$ cat src/rtl/scale_pkg.sv
// Shared types and defaults for the frame scaler.
// Optional feature macro used by frame_scaler: SCALE_MIRROR_EN.
package scale_pkg;

  typedef logic [2:0] factor_t;

  localparam factor_t FACTOR_ONE    = 3'd1;
  localparam int      SRC_W_DEFAULT = 240;
  localparam int      SRC_H_DEFAULT = 320;

  // Map a requested factor into the usable range 1..max_f.
  function automatic factor_t sanitise_factor(input factor_t req, input factor_t max_f);
    if (req == 3'd0) begin
      return FACTOR_ONE;
    end else if (req > max_f) begin
      return max_f;
    end else begin
      return req;
    end
  endfunction

endpackage

$ cat src/rtl/axis_step_counter.sv
// One axis of the scaler: a sub-pixel counter that advances the scaled
// coordinate once every `factor` enabled steps, saturating at all-ones.
module axis_step_counter
  import scale_pkg::*;
#(
  parameter int W = 11
) (
  input  logic         clk_in,
  input  logic         rst_in,
  input  logic         en_in,
  input  logic         clear_in,
  input  factor_t      factor_in,
  output logic [W-1:0] scaled_out
);

  logic [2:0]   sub_q, sub_d;
  logic [W-1:0] scaled_q, scaled_d;

  // Next-state: clear on axis start, else step sub and bump scaled on rollover.
  always_comb begin
    sub_d    = sub_q;
    scaled_d = scaled_q;
    if (en_in) begin
      if (clear_in) begin
        sub_d    = '0;
        scaled_d = '0;
      end else if (sub_q >= factor_in - 3'd1) begin
        sub_d = '0;
        if (scaled_q != '1) begin
          scaled_d = scaled_q + W'(1);
        end
      end else begin
        sub_d = sub_q + 3'd1;
      end
    end
  end

  // State registers with synchronous reset.
  always_ff @(posedge clk_in) begin
    if (rst_in) begin
      sub_q    <= '0;
      scaled_q <= '0;
    end else begin
      sub_q    <= sub_d;
      scaled_q <= scaled_d;
    end
  end

  assign scaled_out = scaled_q;

endmodule

$ cat src/rtl/frame_scaler.sv
// Integer up-scaler address generator: maps display (hcount, vcount) to a
// source (column, row) with a fixed two-cycle latency. Factors are latched
// only at frame start (0,0).
// Define SCALE_MIRROR_EN to mirror the source column horizontally.
module frame_scaler
  import scale_pkg::*;
#(
  parameter int SRC_W      = SRC_W_DEFAULT,
  parameter int SRC_H      = SRC_H_DEFAULT,
  parameter int H_BITS     = 11,
  parameter int V_BITS     = 10,
  parameter int MAX_FACTOR = 4
) (
  input  logic              clk_in,
  input  logic              rst_in,
  input  logic [H_BITS-1:0] hcount_in,
  input  logic [V_BITS-1:0] vcount_in,
  input  logic [2:0]        hfactor_in,
  input  logic [2:0]        vfactor_in,
  output logic [H_BITS-1:0] scaled_hcount_out,
  output logic [V_BITS-1:0] scaled_vcount_out,
  output logic              valid_addr_out,
  output logic [5:0]        factors_out
);

  localparam factor_t           MAX_F   = 3'(MAX_FACTOR);
  localparam logic [H_BITS-1:0] SRC_W_L = H_BITS'(SRC_W);
  localparam logic [V_BITS-1:0] SRC_H_L = V_BITS'(SRC_H);
`ifdef SCALE_MIRROR_EN
  localparam logic [H_BITS-1:0] SRC_W_M1 = H_BITS'(SRC_W - 1);
`endif

  logic        frame_start;
  factor_t     hf_q, hf_d, vf_q, vf_d;
  logic        live_q, live_d;
  logic [H_BITS-1:0] h_scaled;
  logic [V_BITS-1:0] v_scaled;

  logic [H_BITS-1:0] sh_q, sh_d;
  logic [V_BITS-1:0] sv_q, sv_d;
  logic              valid_q, valid_d;

  assign frame_start = (hcount_in == '0) && (vcount_in == '0);

  // Factor latch: take the sanitised request at frame start, hold otherwise.
  // live marks that stage 1 holds a real (post-reset) input sample.
  always_comb begin
    hf_d   = hf_q;
    vf_d   = vf_q;
    live_d = 1'b1;
    if (frame_start) begin
      hf_d = sanitise_factor(hfactor_in, MAX_F);
      vf_d = sanitise_factor(vfactor_in, MAX_F);
    end
  end

  // Factor and stage-1 liveness registers.
  always_ff @(posedge clk_in) begin
    if (rst_in) begin
      hf_q   <= FACTOR_ONE;
      vf_q   <= FACTOR_ONE;
      live_q <= 1'b0;
    end else begin
      hf_q   <= hf_d;
      vf_q   <= vf_d;
      live_q <= live_d;
    end
  end

  // Stage 1: per-axis step counters (vertical steps once per line).
  axis_step_counter #(.W(H_BITS)) u_h_axis (
    .clk_in    (clk_in),
    .rst_in    (rst_in),
    .en_in     (1'b1),
    .clear_in  (hcount_in == '0),
    .factor_in (hf_d),
    .scaled_out(h_scaled)
  );

  axis_step_counter #(.W(V_BITS)) u_v_axis (
    .clk_in    (clk_in),
    .rst_in    (rst_in),
    .en_in     (hcount_in == '0),
    .clear_in  (vcount_in == '0),
    .factor_in (vf_d),
    .scaled_out(v_scaled)
  );

  // Stage 2 next-state: bounds check and optional horizontal mirror.
  always_comb begin
    valid_d = live_q && (h_scaled < SRC_W_L) && (v_scaled < SRC_H_L);
    sv_d    = v_scaled;
`ifdef SCALE_MIRROR_EN
    sh_d    = valid_d ? (SRC_W_M1 - h_scaled) : '0;
`else
    sh_d    = h_scaled;
`endif
  end

  // Stage 2 output registers.
  always_ff @(posedge clk_in) begin
    if (rst_in) begin
      sh_q    <= '0;
      sv_q    <= '0;
      valid_q <= 1'b0;
    end else begin
      sh_q    <= sh_d;
      sv_q    <= sv_d;
      valid_q <= valid_d;
    end
  end

  assign scaled_hcount_out = sh_q;
  assign scaled_vcount_out = sv_q;
  assign valid_addr_out    = valid_q;
  assign factors_out       = {hf_q, vf_q};

endmodule

$ cat config.mk
export PLATFORM = sky130hd
export DESIGN_NAME = frame_scaler
export DESIGN_NICKNAME = d
export VERILOG_FILES = /design/src/rtl/scale_pkg.sv /design/src/rtl/axis_step_counter.sv /design/src/rtl/frame_scaler.sv
export SDC_FILE = /design/constraint.sdc
export NUM_CORES = 1
export LEC_CHECK = 0
export ABC_AREA = 1
export ABC_CLOCK_PERIOD_IN_PS = 5600
export BUFFER_PORTS_ARGS = -buffer_cell sky130_fd_sc_hd__buf_2
export CAP_MARGIN = 20
export CORE_MARGIN = 10
export CORE_UTILIZATION = 55
export CTS_CLUSTER_SIZE = 12
export DETAILED_ROUTE_END_ITERATION = 10
export GPL_ROUTABILITY_DRIVEN = 1
export PLACE_DENSITY = 0.78
export SETUP_SLACK_MARGIN = 0.2
export SLEW_MARGIN = 15
export SYNTH_ARGS = -nofsm -noshare
export SYNTH_HDL_FRONTEND = slang
export SYNTH_SLANG_ARGS = --single-unit
$ cat constraint.sdc
create_clock -name clk_in -period 5.6 [get_ports clk_in]
set_input_delay 0 -clock clk_in [delete_from_list [all_inputs] [get_ports clk_in]]
set_output_delay 0 -clock clk_in [all_outputs]
set_load 0.05 [all_outputs]
==> results of run 1 <==
-- worst max-delay path, delay by kind of cell --
family,cells,cell delay (ns)
AO/OA/AOI/OAI,2,0.36
adder cells (fa/ha/maj),2,0.51
buffers and inverters,4,0.63
AND/OR/NAND/NOR,11,1.63
-- what timing repair did --
action	CTS	global route
gates resized for setup	0	0
hold endpoints to repair	2	0
hold buffers	2	0
-- cell usage after synthesis --
master	number	area (um^2)
clkinv_1	1	3.75
nand2_1	84	315
nand2_2	1	6.26
nor2_4	2	22.5
o21ai_0	6	30.0
or2_1	1	6.26
nand3_1	22	110
nor2_2	4	25.0
dfxtp_1	56	1120
o211ai_1	1	7.51
a21oi_1	26	130
buf_6	3	33.8
o21a_1	1	7.51
inv_2	1	3.75
and2_1	1	6.26
xor2_1	10	87.6
nor4_1	1	6.26
nand4_1	3	18.8
clkbuf_1	2	7.51
nor3_1	4	20.0
buf_4	2	15.0
ha_1	12	150
nor2_1	63	236
o21ai_1	1	5.00
nand3_2	1	10.0
inv_1	47	176
xnor2_1	2	17.5
-- worst paths after layout --
check | startpoint | cells past startpoint | endpoint | slack (ns)
min reg2reg | u_h_axis.sub_q[0] | 1 | u_h_axis.sub_q[0] | 0.45
min | hfactor_in[2] | 4 | hf_q[1] | 0.01
max | hcount_in[9] | 19 | u_h_axis.scaled_out[3] | 2.72
max reg2reg | hf_q[0] | 13 | u_h_axis.scaled_out[3] | 3.18
-- power by group --
group          total [uW]  switching, uW  internal [uW]  leakage, uW
Combinational        36.1           22.0           14.1     0.000875
Clock                 234            132            101    0.0000516
Sequential            404           2.24            402     0.000453
-- kinds of logic after synthesis --
kind of cell    Yosys count  synth area share, %
simple gates            187                 30.4
xor+xnor                 12                 4.07
flops                    56                 43.5
fa+ha+maj                12                 5.82
buf+inv                  56                 9.31
compound gates           35                 6.98
-- cells in the final DEF, fill, tap and decap left out, drive strengths merged, types with 6 or more instances in the layout --
| cell | synthesis | layout |
|---|---|---|
| a21oi | 26 | 26 |
| nor2 | 69 | 69 |
| nand3 | 23 | 23 |
| buf | 5 | 56 |
| dfxtp | 56 | 56 |
| nand2 | 85 | 85 |
| clkbuf | 2 | 6 |
| ha | 12 | 12 |
| inv | 48 | 49 |
| xor2 | 10 | 10 |
| o21ai | 7 | 7 |
-- per-layer routing --
metal	part of all wire, %	vias to the layer above	GRT usage, %	wire, um
li1	-	1226	-	-
met1	47	1020	17.3	2540
met2	45	63	26.0	2450
met3	7.2	7	4.96	391
met4	1.4	0	5.73	74
met5	0	-	0	0
-- through the flow --
stage | cells | total power (uW) | instance area (um^2)
finish | 469 | 674 | 2990
CTS | 469 | 680 | 2990
global placement | 459 | 448 | 2870
floorplan | 358 | 435 | 2580
detailed placement | 459 | 449 | 2870
global route | 469 | 698 | 2990
-- flip-flops by register name, indices dropped and copies added (netlist names), named ones only --
register and cells:
u_v_axis.sub_q 3, u_h_axis.scaled_out 11, u_h_axis.sub_q 3, vf_q 2, live_q 1, u_v_axis.scaled_out 10, scaled_hcount_out 11, hf_q 3
scaled_vcount_out 10, valid_addr_out 1
-- layout make-up --
class | count | area, um^2 | area share (%)
well taps | 52 | 65.1 | 2.18
clock buffers | 6 | 82.6 | 2.77
inverters | 49 | 184 | 6.16
clock inverters | 2 | 13.8 | 0.461
flip-flops and latches | 56 | 1120 | 37.6
multi-input cells | 246 | 1220 | 40.8
repair buffers | 58 | 300 | 10.1
==> key figures, run 1 <==
Run status
  – Status: completed

STA
  – Setup TNS: 0 ns
  – Slew headroom: 58.5%
  – PnR worst setup slack: 2.72 ns
  – Final Cycle Share: 51.4%
  – Fin. Hold Viols: 0
  – Slew Viols, Final: 0
  – Final worst path period need: 2.88 ns
  – Slew @ Worst Pin: 0.622 ns
  – RSZ-0062 raised after global routing: false
  – Fmax: 348 MHz
  – Skew final: 0.00922 ns
  – Hold Slack: 0.0106 ns
  – Setup violators final: 0

Finish
  – N_diodes: 0
  – Post-layout util: 67.2%
  – Share of cells above drive strength 1: 17.5%
  – Filler cells: 404
  – Synth-to-Final Area Change: 15.7%
  – Fin nets: 457

Pwr
  – Pleak: 0.00138 uW
  – Worst VDD drop: 0.163 mV
  – PwrDens: 226 nW/um^2

Worst setup path
  – Startpoint types: input pin
  – Max incr delay on CP: 0.33 ns
  – Cell chain of the critical path: buf_2 -> nor3_1 -> nand2_1 -> nor2_4 -> nand2_2 -> inv_1 -> nand3_1 -> nand2_1 -> inv_1 -> ha_1 -> nand3_1 -> nand2_1 -> ha_1 -> nand2_1 -> o211ai_1 -> nand2_1 -> inv_1 -> nand2_1 -> a21oi_1
  – Most frequent CP cell: nand2_1
  – Kind of critical path: input pin to register
  – CP Capture Type: register
  – Worst Path Required: 5.85 ns
  – CP Max Fanout: 14
  – CP max stage cell: inv_1
  – CP arrival: 3.13 ns

Global route
  – Total congestion overflow: 0
  – GR Util All Layers: 15.2%
  – Largest net degree at the start of global routing: 34
  – Initial antenna violation count: 0
  – Vias in the first global route: 2345
  – First-pass GRT wire length: 9720 um

Place
  – DP Wirelength: 4210 um
  – Gp weighted congestion: 0.837
  – I/O Buffers: 56
  – Dpl ws: 2.40 ns

Clocking
  – CTS tree: yes
  – Reg clk slew, reported paths: 0.10 ns
  – Total CTS buffers: 5
  – Deepest clock path buffer count: 2
  – Setup bufs post-CTS: 0
  – Root buf cell: clkbuf_8
  – Num Clock Sinks: 56
  – Latest clock arrival within the worst-skew pair: 0.31 ns
  – Htree depth: 2

Run
  – Max-cap violations: 0

Yosys
  – Mean Syn Cell Area: 7.21 um^2
  – Net Count, Synth: 399
  – Synthesized instance count: 358
  – Part of the Yosys area used for sequential elements: 43.5%
  – Synth cell types: 27
  – Syn Std Cell Area: 2580 um^2
  – Total number of yosys warnings: 0
  – Yosys reg bits: 56

Worst hold path
  – HP Class: input pin to register

Drt
  – Via count: 2316
  – Wirelength per Cell: 11.6 um
  – TritonRoute pass-1 iters: 4
  – 1st-iter DRT viols: 96
  – DRC violation count after routing: 0
  – ANT nets after route: 0
  – DRT Wirelength: 5450 um
  – Vias per inst: 4.94

Floorplan
  – Die ar.: 7830 um^2
  – Die height: 88.5 um
  – Die X: 88.5 um
  – # rows: 24
  – Top-level port count: 57
  – Core Region: 4440 um^2
  – Starting Density: 58.1%
Note: power is estimated with default switching activity, not from simulation.
==> run 2, diff against run 1 <==
- ABC_CLOCK_PERIOD_IN_PS: 5600 -> 2700
- CORE_UTILIZATION: 55 -> 54
- PLACE_DENSITY: 0.78 -> 0.76
- clock period: 5.6 -> 2.7 ns (I/O delays scaled with it)
==> key figures, run 2 (same netlist as run 1, synthesis figures left out) <==
STA
  – Final Cycle Share: 84.2%
  – Slew headroom: 58.3%
  – Skew final: 0.00665 ns
  – Fin. Hold Viols: 0
  – Setup violators final: 0
  – Slew @ Worst Pin: 0.625 ns
  – Final worst path period need: 2.27 ns
  – Setup TNS: 0 ns
  – Fmax: 440 MHz
  – RSZ-0062 raised after global routing: false
  – Slew Viols, Final: 0

Worst setup path
  – CP Capture Type: register
  – Kind of critical path: input pin to register
  – Setup slack, reg-to-reg: 0.62 ns
  – Cell chain of the critical path: dlygate4sd3_1 -> buf_2 -> inv_1 -> o21ai_0 -> nand2_1 -> o21ai_1 -> ha_1 -> inv_1 -> nand2_1 -> nand2_1 -> ha_1 -> nand2_1 -> a21oi_1 -> nor2_1 -> nand2_1 -> nand3_4 -> inv_1 -> nor2_1 -> nor2_1
  – CP max stage cell: dlygate4sd3_1
  – Most frequent CP cell: nand2_1
  – R2R depth: 14
  – Max incr delay on CP: 0.51 ns
  – Startpoint types: input pin
  – CP Max Fanout: 12
  – Worst Path Required: 2.94 ns
  – Buf+Inv Stages, Crit Path: 5
  – Largest delay share family, worst path: buffers and inverters
  – Worst R2R End: u_v_axis.scaled_out[7]
  – CP arrival: 2.51 ns

Place
  – Placed Instance Area: 2920 um^2
  – Gp weighted congestion: 0.864
  – I/O Buffers: 56
  – Placed Instances: 467
  – DP Wirelength: 4240 um

Worst hold path
  – Hold path cells: 3
  – HP Class: input pin to register
  – Hold EP: hf_q[1]
  – Hold_sp: hfactor_in[1]

Clocking
  – Deepest clock path buffer count: 2
  – CTS tree: yes
  – Total CTS buffers: 5
  – Num Clock Sinks: 56
  – Htree depth: 2
  – Reg clk slew, reported paths: 0.09 ns
  – Latest clock arrival within the worst-skew pair: 0.30 ns
  – Root buf cell: clkbuf_8

Drt
  – ANT nets after route: 0
  – 1st-iter DRT viols: 154
  – Vias per inst: 4.93
  – Via count: 2349
  – DRC violation count after routing: 0
  – TritonRoute pass-1 iters: 4
  – DRT Wirelength: 5670 um
  – Wirelength per Cell: 11.9 um

Finish
  – Commonest non-fill, non-tap cell in the layout: nand2_1
  – Share of cells above drive strength 1: 19.2%
  – N_diodes: 0
  – Filler cells: 426
  – Synth-to-Final Area Change: 18.8%
  – Fin nets: 462
  – Post-route cell area: 3070 um^2
  – Commonest non-fill, non-tap cells in the layout: 84 x nand2_1, 63 x nor2_1, 56 x dfxtp_1, 56 x buf_2, 46 x inv_1
  – Non-filler cells, final: 476

Pwr
  – Pleak: 0.00142 uW
  – PwrDens: 489 nW/um^2
  – Worst VDD drop: 0.263 mV

Global route
  – GR Util All Layers: 14.6%
  – Initial antenna violation count: 0
  – First-pass GRT wire length: 9530 um
  – Total congestion overflow: 0
  – Vias in the first global route: 2272
  – Largest net degree at the start of global routing: 34

Run status
  – Status: completed

Run
  – Max-cap violations: 0

Floorplan
  – Top-level port count: 57
  – Core Region: 4690 um^2
  – Die ar.: 7940 um^2
  – Die height: 89.1 um
  – Die X: 89.1 um
  – # rows: 25
  – Starting Density: 55.0%
## run 2: what timing repair did
item | in CTS | in global routing
setup endpoints to repair | 0 | 18
buffers inserted | 0 | 0
endpoints found under the hold margin | 1 | 0
gates resized for setup | 0 | 4
hold buffers | 1 | 0
## run 2: worst register-to-register path, cell delays in order (launching register included)
cell and delay [ns]:
dfxtp_1 0.34, o21ai_1 0.22, ha_1 0.20, inv_1 0.04
nand2_1 0.06, nand2_1 0.05, ha_1 0.28, nand2_1 0.05
a21oi_1 0.12, nor2_1 0.07, nand2_1 0.12, nand3_4 0.17
inv_1 0.12, nor2_1 0.05, nor2_1 0.12
## run 2: cell type report
| type | count | area [um^2] | share of cell area, % |
|---|---|---|---|
| Multi-Input combinational cell | 246 | 1230 | 40.2 |
| Sequential cell | 56 | 1120 | 36.6 |
| Tap cell | 54 | 67.6 | 2.20 |
| Clock inverter | 1 | 30.0 | 0.980 |
| Timing Repair Buffer | 63 | 335 | 10.9 |
| Clock buffer | 7 | 96.3 | 3.14 |
| Inverter | 49 | 184 | 6.00 |
## run 2: layer usage
metal	global-route usage [%]	vias up	share of wire (%)
met4	4.34	0	1.1
met2	24.3	70	44
met1	17.9	1038	49
li1	-	1235	-
met3	4.19	6	6.6
met5	0	-	0
## run 2: how the worst max path moves through the flow
stage	depth (start not counted)	to	startpoint
finish	19	u_v_axis.scaled_out[7]	vfactor_in[1]
global route	19	u_v_axis.scaled_out[7]	vfactor_in[1]
CTS	18	u_v_axis.scaled_out[6]	vfactor_in[1]
detailed placement	19	u_h_axis.scaled_out[4]	hcount_in[9]
global placement	19	u_h_axis.scaled_out[8]	hcount_in[9]
floorplan	19	u_v_axis.scaled_out[7]	hcount_in[9]
## run 2: through the flow
step           setup slack [ns]  total power, uW  util [%]  hold WS, ns
2_1_floorplan             0.329              903         -        0.181
3_3_place_gp              0.198              929      62.2        0.326
3_5_place_dp             0.0989              931      62.2        0.324
4_1_cts                   0.403             1510      65.1      0.00501
5_1_grt                   0.173             1550      65.3       0.0394
6_report                  0.427             1500      65.3       0.0113
## run 2: report_power, final
part / leakage, uW / internal (uW) / switching (uW)
combinational: 0.000904 / 28.4 / 47.0
clock: 0.0000645 / 327 / 259
sequential: 0.000453 / 833 / 4.88
total: 0.00142 / 1190 / 311
==> run 3, diff against run 2 <==
- ABC_CLOCK_PERIOD_IN_PS: 2700 -> 2100
- clock period: 2.7 -> 2.1 ns (I/O delays scaled with it)
==> key figures, run 3 (same netlist as run 1, synthesis figures left out) <==
STA
  – RSZ-0062 raised after global routing: true
  – Skew final: 0.00801 ns
  – Slew @ Worst Pin: 0.411 ns
  – Fmax: 464 MHz
  – Slew headroom: 72.6%
  – Slew Viols, Final: 0
  – Final Cycle Share: 103%
  – Setup violators final: 21
  – Fin. Hold Viols: 0
  – Final worst path period need: 2.16 ns
  – PnR worst setup slack: -0.0571 ns

Floorplan
  – Die X: 89.1 um
  – Die ar.: 7940 um^2
  – Top-level port count: 57
  – Core Region: 4690 um^2
  – Die height: 89.1 um
  – # rows: 25
  – Starting Density: 55.0%

Finish
  – Fin nets: 488
  – N_diodes: 0
  – Share of cells above drive strength 1: 40.6%
  – Post-route cell area: 3640 um^2
  – Reg area: 1130 um^2
  – Filler cells: 342
  – Commonest non-fill, non-tap cell in the layout: nand2_1
  – Multi-input gate area: 1570 um^2
  – Synth-to-Final Area Change: 41.0%
  – Commonest non-fill, non-tap cells in the layout: 61 x nand2_1, 52 x dfxtp_1, 51 x nor2_1, 50 x buf_2, 39 x inv_1

Worst setup path
  – CP Capture Type: register
  – Buf+Inv Stages, Crit Path: 6
  – Cell chain of the critical path: buf_2 -> inv_1 -> nand2_1 -> nor2_2 -> inv_2 -> nor2_4 -> nand2_4 -> clkinv_4 -> nand3_2 -> nand2_1 -> inv_1 -> ha_2 -> nand3_2 -> nand2_2 -> ha_4 -> nand2_2 -> o211ai_1 -> nand2_2 -> buf_6 -> o21ai_2 -> a21oi_1
  – Most frequent CP cell: nand2_2
  – Worst R2R End: u_h_axis.scaled_out[1]
  – CP Max Fanout: 6
  – CP arrival: 2.37 ns
  – R2R depth: 13
  – CP max stage cell: o211ai_1
  – Startpoint types: input pin
  – Setup slack, reg-to-reg: -0.01 ns
  – Kind of critical path: input pin to register
  – Largest delay share family, worst path: simple AND/OR/NAND/NOR gates
  – Max incr delay on CP: 0.29 ns
  – Worst Path Required: 2.32 ns
  – Worst r2r src: hf_q[0]

Place
  – Gp weighted congestion: 0.853
  – Placed Instance Area: 3050 um^2
  – I/O Buffers: 56
  – DP Wirelength: 4530 um
  – Dpl ws: -0.497 ns

Pwr
  – Worst VDD drop: 0.339 mV
  – PwrDens: 504 nW/um^2
  – Total Power: 1830 uW
  – Pleak: 0.00163 uW

Drt
  – TritonRoute pass-1 iters: 5
  – DRC violation count after routing: 0
  – Via count: 2531
  – Wirelength per Cell: 13.6 um
  – 1st-iter DRT viols: 154
  – ANT nets after route: 0
  – DRT Wirelength: 6850 um
  – Vias per inst: 5.04

Worst hold path
  – Hold EP: vf_q[2]
  – Hold_sp: vfactor_in[2]
  – Hold path cells: 6
  – HP Class: input pin to register

Run status
  – Failing checks: negative setup slack
  – Status: complete, but fails checks

Clocking
  – CTS tree: yes
  – Reg clk slew, reported paths: 0.11 ns
  – Htree depth: 2
  – Latest clock arrival within the worst-skew pair: 0.31 ns
  – Root buf cell: clkbuf_8
  – Deepest clock path buffer count: 2
  – Num Clock Sinks: 56
  – Total CTS buffers: 5

Global route
  – Vias in the first global route: 2502
  – First-pass GRT wire length: 11100 um
  – GR Util All Layers: 17.0%
  – Largest net degree at the start of global routing: 25
  – Initial antenna violation count: 0
  – Total congestion overflow: 0

Run
  – Max-cap violations: 0
-- run 3: cell types whose count changed in the layout (fill, tap and decap cells not counted), sizes merged --
cell         before  now
inv              48   47
buf              62   83
clkinv            1    4
clkinvlp          0    1
dlygate4sd3       1    5
clkbuf            7    5
bufinv            1    0
nand3            23   24
-- run 3: metal layers --
metal	vias to the layer above	global-route usage (%)	part of all wire [%]
li1	1299	-	-
met1	1145	20.3	41
met2	76	30.2	51
met3	11	3.28	6.4
met4	0	4.19	1.1
met5	-	0	0
-- run 3: worst max-delay path by stage --
stage                                         to  cells after the start         start  slack [ns]
after floorplan           u_h_axis.scaled_out[1]                     19  hcount_in[4]       -0.07
after global placement    u_v_axis.scaled_out[7]                     20  vcount_in[3]       -0.42
after detailed placement  u_v_axis.scaled_out[7]                     20  vcount_in[5]       -0.50
after CTS                 u_h_axis.scaled_out[1]                     19  hcount_in[2]        0.06
after global routing      u_h_axis.scaled_out[1]                     21  vcount_in[9]       -0.21
final                     u_h_axis.scaled_out[1]                     21  vcount_in[8]       -0.06
-- run 3: timing repair --
action,4_1_cts,5_1_grt
endpoints found under the hold margin,6,0
resized for setup,42,54
pin swaps,28,32
setup endpoints to repair,27,29
buffers inserted,6,5
hold buffers,5,0
cloned,1,0
-- run 3: report_power, final --
part	switching [uW]	internal, uW	total (uW)
Sequential	6.96	1070	1080
Clock	373	246	618
Combinational	77.8	57.7	136
Total	457	1370	1830
-- run 3: final cells by class --
cell class,instances,area share (%)
Clock inverter,3,0.757
Inverter,49,5.33
Multi-Input combinational cell,247,43.1
Sequential cell,56,30.9
Clock buffer,5,1.89
Tap cell,54,1.86
Timing Repair Buffer,88,16.1
-- run 3: tightest hold or removal path, delay by kind of cell --
kind / cells / cell delay, ns
buffers and inverters: 3 / 0.28
AND/OR/NAND/NOR: 3 / 0.19
-- run 3: through the flow --
| step | cells | hold slack, ns | util, % | TNS (ns) |
|---|---|---|---|---|
| floorplan | 358 | 0.133 | - | -0.896 |
| global placement | 477 | 0.275 | 65.1 | -7.44 |
| detailed placement | 477 | 0.271 | 65.1 | -10.76 |
| CTS | 497 | 0.192 | 72.5 | 0 |
| global route | 502 | 0.228 | 77.5 | -3.90 |
| finish | 502 | 0.198 | 77.5 | -0.583 |
